===== src/rtl/fetch_unit.sv =====
// fetch_unit: PC, instruction-memory requests, 2-entry decode buffer, redirect flush
module fetch_unit #(
   parameter logic [31:0] RESET_PC = 32'h0000_0000
) (
   input  logic        clk,
   input  logic        reset,
   output logic        imem_req_valid,
   input  logic        imem_req_ready,
   output logic [31:0] imem_addr,
   input  logic        imem_rsp_valid,
   input  logic [31:0] imem_rsp_data,
   input  logic        redirect_valid,
   input  logic [31:0] redirect_pc,
   output logic        dec_valid,
   input  logic        dec_ready,
   output logic [31:0] dec_instr,
   output logic [31:0] dec_pc,
   output logic [6:0]  dec_op,
   output logic [2:0]  dec_funct3,
   output logic [6:0]  dec_funct7,
   output logic        dec_illegal
);
   logic [31:0] pc;
   logic [31:0] f_instr [2];
   logic [31:0] f_pc [2];
   logic [31:0] q_pc [2];
   logic        f_rd, f_wr, q_rd, q_wr;
   logic [1:0]  cnt, outs, drop;
   logic        req_acc, fifo_wr, fifo_rd;
   // credit check, handshakes and pre-sliced decode fields of the buffer head
   always_comb begin
      imem_req_valid = !reset && !redirect_valid && ({1'b0, outs} + {1'b0, cnt} < 3'd2);
      imem_addr      = pc;
      req_acc        = imem_req_valid && imem_req_ready;
      dec_valid      = !reset && !redirect_valid && (cnt != 2'd0);
      fifo_rd        = dec_valid && dec_ready;
      fifo_wr        = !reset && !redirect_valid && imem_rsp_valid && (drop == 2'd0);
      dec_instr      = f_instr[f_rd];
      dec_pc         = f_pc[f_rd];
      dec_op         = dec_instr[6:0];
      dec_funct3     = dec_instr[14:12];
      dec_funct7     = dec_instr[31:25];
      dec_illegal    = dec_instr[1:0] != 2'b11;
   end
   // pc, decode buffer, outstanding/drop accounting and response-PC queue
   always_ff @(posedge clk) begin
      if (reset) begin
         pc      <= RESET_PC;
         f_instr <= '{default: '0};
         f_pc    <= '{default: '0};
         q_pc    <= '{default: '0};
         f_rd    <= 1'b0;
         f_wr    <= 1'b0;
         q_rd    <= 1'b0;
         q_wr    <= 1'b0;
         cnt     <= 2'd0;
         outs    <= 2'd0;
         drop    <= 2'd0;
      end else begin
         if (redirect_valid) begin
            pc   <= redirect_pc & ~32'h3;
            cnt  <= 2'd0;
            f_wr <= f_rd;
            drop <= outs - 2'(imem_rsp_valid);
         end else begin
            if (req_acc) pc <= pc + 32'd4;
            if (fifo_wr) begin
               f_instr[f_wr] <= imem_rsp_data;
               f_pc[f_wr]    <= q_pc[q_rd];
               f_wr          <= ~f_wr;
            end
            if (fifo_rd) f_rd <= ~f_rd;
            cnt <= cnt + 2'(fifo_wr) - 2'(fifo_rd);
            if (imem_rsp_valid && drop != 2'd0) drop <= drop - 2'd1;
         end
         if (req_acc) begin
            q_pc[q_wr] <= pc;
            q_wr       <= ~q_wr;
         end
         if (imem_rsp_valid) q_rd <= ~q_rd;
         outs <= outs + 2'(req_acc) - 2'(imem_rsp_valid);
      end
   end
endmodule

===== config.mk =====
export PLATFORM = sky130hd
export DESIGN_NAME = fetch_unit
export DESIGN_NICKNAME = d
export VERILOG_FILES = /design/src/rtl/fetch_unit.sv
export SDC_FILE = /design/constraint.sdc
export NUM_CORES = 1
export LEC_CHECK = 0
export CAP_MARGIN = 20
export CORE_ASPECT_RATIO = 0.7
export CORE_MARGIN = 2
export CORE_UTILIZATION = 45
export DETAILED_ROUTE_END_ITERATION = 10
export PLACE_DENSITY = 0.81
export SLEW_MARGIN = 10
export SYNTH_ARGS = -nofsm -noshare
export SYNTH_HDL_FRONTEND = slang
export SYNTH_SLANG_ARGS = --single-unit

===== constraint.sdc =====
create_clock -name clk -period 5.8 [get_ports clk]
set_input_delay 1.16 -clock clk [delete_from_list [all_inputs] [get_ports clk]]
set_output_delay 1.16 -clock clk [all_outputs]
set_load 0.02 [all_outputs]

==> flow_summary.ini <==
[clock_tree]
clkTransAtPathRegs_ps = 60
numCtsBuffers = 23
clock_sinks = 224
cts.path.max_buffers = 3
hold_buffers = 0
postCtsSetupRepairBufs = 0
clk_latency_ps = 500
htree_num_levels = 1
ctsResizeCount = 0
clockRootBuffer = clkbuf_16
tritoncts = done

[critical_path]
crit_chain = clkdlybuf4s50_1 -> buf_4 -> or2_2 -> nor2_1 -> clkdlybuf4s50_1
r2r_setup_slack_ps = 2420
crit_path_end_kind = primary output
worstSetupPathType = input port to primary output
cp_data_arrival_time_ps = 2990
crit_top_cell = clkdlybuf4s50_1
critPathMaxFanout = 25
cp_slowest_cell = clkdlybuf4s50_1
r2r_cells = 8
critPathLaunchType = input port
slowest_delay_ps = 640
worst-endpoint-required_ps = 4640

[sta]
setup_violations = 0
min_period_over_period_pct = 71.61
rsz0062_at_grt = no
fin_crit_ps = 4153
fin_tns_setup_ps = 0
finalClockSkew_ps = 8.489
worst_slew_pin_slew_ps = 1106
clock.fmax_mhz = 240.8
drv_slew = 0
hold_viol = 0
slew_headroom_pct = 26.25

[layout]
fill_cells = 1863
mostFrequentLayoutCells = nand2_1 (277), dfxtp_1 (222), clkdlybuf4s50_1 (178), a21oi_1 (138), nor2_1 (90)
multi_input_area_mm2 = 0.004723
insertedDiodeCount = 0
final_util_pct = 56.94
area_growth_pct = 25.25
layout-drive-gt1-share_pct = 10.31
seqCellArea_mm2 = 0.004487
nets = 1334
final_common_cell = nand2_1

[power_and_ir_drop]
ir_worst_vdd_mv = 0.1964
power.switching_uw = 852.0
internal-power_uw = 2592
p_per_area_mw_per_mm2 = 281.9
sequentialPowerShare_pct = 47.8
clkPwrFrac_pct = 41.1
swShare_pct = 24.74
p_comb_share_pct = 11.1
leakagePower_uw = 0.004084

[yosys]
syn_avg_cell_area_um2 = 8.481
syn_inst = 1150
synth_ff_type = dfxtp_1
synth_edf_count = 0
seq_area_frac_synth_pct = 45.98
yosysUniqueCellTypes = 49
synth-seq-cells = 224
syn-cell-area_mm2 = 0.009753
yosys_warnings = 0
async_reset_ff_share_pct = 0

[placed_design]
dp_hpwl_um = 16800
gp_congestion = 0.8361
io_buffers = 179

[floorplan]
die_x_um = 180.0
die-area_mm2 = 0.02289
io_pins = 186
core_area_mm2 = 0.02145
std_cell_rows = 45
die_y_um = 127.2
initial_utilization_pct = 45.47

[grt]
overflow = 0
grt_pass1_vias = 7732
grt_pass1_wl_um = 39990
antenna_found_initial = 0
grt_use_total_pct = 21.07
grt_max_degree = 142

[detailed_routing]
wl_um = 25250
vias = 8361
ant_nets = 0
drt_iter0_markers = 687
viasPerCell = 5.384
drc_errors = 0
firstDrtPassIters = 5
wl_per_cell_um = 16.26

[job]
maxCapViolations = 0

[hold_path]
min_path_cells = 2
hp-class = flip-flop to flip-flop

[status]
status = complete, no violations
[flip-flops by register name, summed over array words and instances (netlist names)]
register	cells
cnt	2
drop	2
f_instr	64
f_pc	60
f_rd	1
f_wr	1
imem_addr	30
outs	2
q_pc	60
q_rd	1
q_wr	1
[metal layers]
layer	vias up	wire length, um	global-route usage (%)
met3	39	1868	4.190
li1	4092	-	-
met2	293	11100	32.97
met5	-	0	0
met4	0	517	5.165
met1	3937	11760	29.99
[cell usage after synthesis, types with 2 or more instances]
cell | instances | area (um^2)
nand2_1 | 277 | 1040
dfxtp_1 | 224 | 4484
a21oi_1 | 138 | 690.7
nor2_1 | 93 | 349.1
a211oi_1 | 75 | 563.0
mux2_2 | 63 | 709.4
clkbuf_1 | 61 | 229.0
mux2i_1 | 31 | 310.3
buf_2 | 30 | 150.1
xnor2_1 | 25 | 219.0
buf_4 | 22 | 165.2
nand3_1 | 13 | 65.06
and4_1 | 8 | 70.07
inv_1 | 8 | 30.03
ha_1 | 7 | 87.58
nand4_1 | 7 | 43.79
xor2_1 | 7 | 61.31
nor4_2 | 6 | 75.07
and2_1 | 5 | 31.28
nor3_1 | 5 | 25.02
and3_1 | 4 | 25.02
o21ai_0 | 4 | 20.02
nand2b_1 | 3 | 18.77
o22ai_1 | 3 | 18.77
a311oi_1 | 2 | 17.52
nand2_2 | 2 | 12.51
nor4_1 | 2 | 12.51
o21bai_1 | 2 | 15.01
or2_2 | 2 | 12.51
or3_1 | 2 | 12.51
[kinds of logic (layout without fill, tap and decap cells)]
| family | count (synthesis) | count (layout) | share of synthesized area [%] |
|---|---|---|---|
| simple gates | 441 | 441 | 19.63 |
| compound gates | 229 | 229 | 14.03 |
| flops | 224 | 224 | 45.98 |
| buf+inv | 121 | 239 | 5.888 |
| mux | 94 | 94 | 10.46 |
| xor+xnor | 32 | 32 | 2.874 |
| fa+ha+maj | 8 | 8 | 1.103 |
| other cells | 1 | 4 | 0.03845 |
[critical path: cells and delay by family]
family / cells / cell delay [ps]
buffers and inverters: 3 / 1250
AND/OR/NAND/NOR: 2 / 580
[power groups by stage]
| stage | registers (uW) | logic (uW) | clock network, uW |
|---|---|---|---|
| floorplan | 1670 | 222 | 0 |
| global placement | 1680 | 372 | 0 |
| detailed placement | 1680 | 378 | 0 |
| CTS | 1650 | 381 | 1440 |
| global route | 1650 | 408 | 1500 |
| finish | 1650 | 381 | 1420 |
[stage by stage]
| stage | power, uW | instances | worst slack, ps | hold slack (ps) | instance area [um^2] |
|---|---|---|---|---|---|
| 6_report | 3444 | 1553 | 1647 | 451.7 | 12220 |
| 5_1_grt | 3560 | 1553 | 1591 | 469.8 | 12220 |
| 4_1_cts | 3468 | 1553 | 1651 | 452.4 | 12220 |
| 3_5_place_dp | 2057 | 1513 | 1666 | 444.2 | 11500 |
| 3_3_place_gp | 2049 | 1513 | 1661 | 438.5 | 11500 |
| 2_1_floorplan | 1887 | 1153 | 2437 | 432.9 | 9764 |
[worst paths after layout]
check	startpoint	endpoint
max reg2reg	cnt[0]$_SDFF_PP0_	q_pc[36]$_SDFFE_PP0P_
max	redirect_valid	dec_valid
min reg2reg	f_instr[57]$_SDFFE_PP0P_	f_instr[57]$_SDFFE_PP0P_
min	f_instr[57]$_SDFFE_PP0P_	f_instr[57]$_SDFFE_PP0P_
[layout make-up]
cell class              instances  area share [%]
multi-input cells             808           38.67
well taps                     282           2.888
flip-flops and latches        224           36.73
clock inverters                 6          0.4712
inverters                       8          0.2458
clock buffers                  34           5.377
repair buffers                191           15.62
No activity file was read; power rests on OpenSTA's default activity.
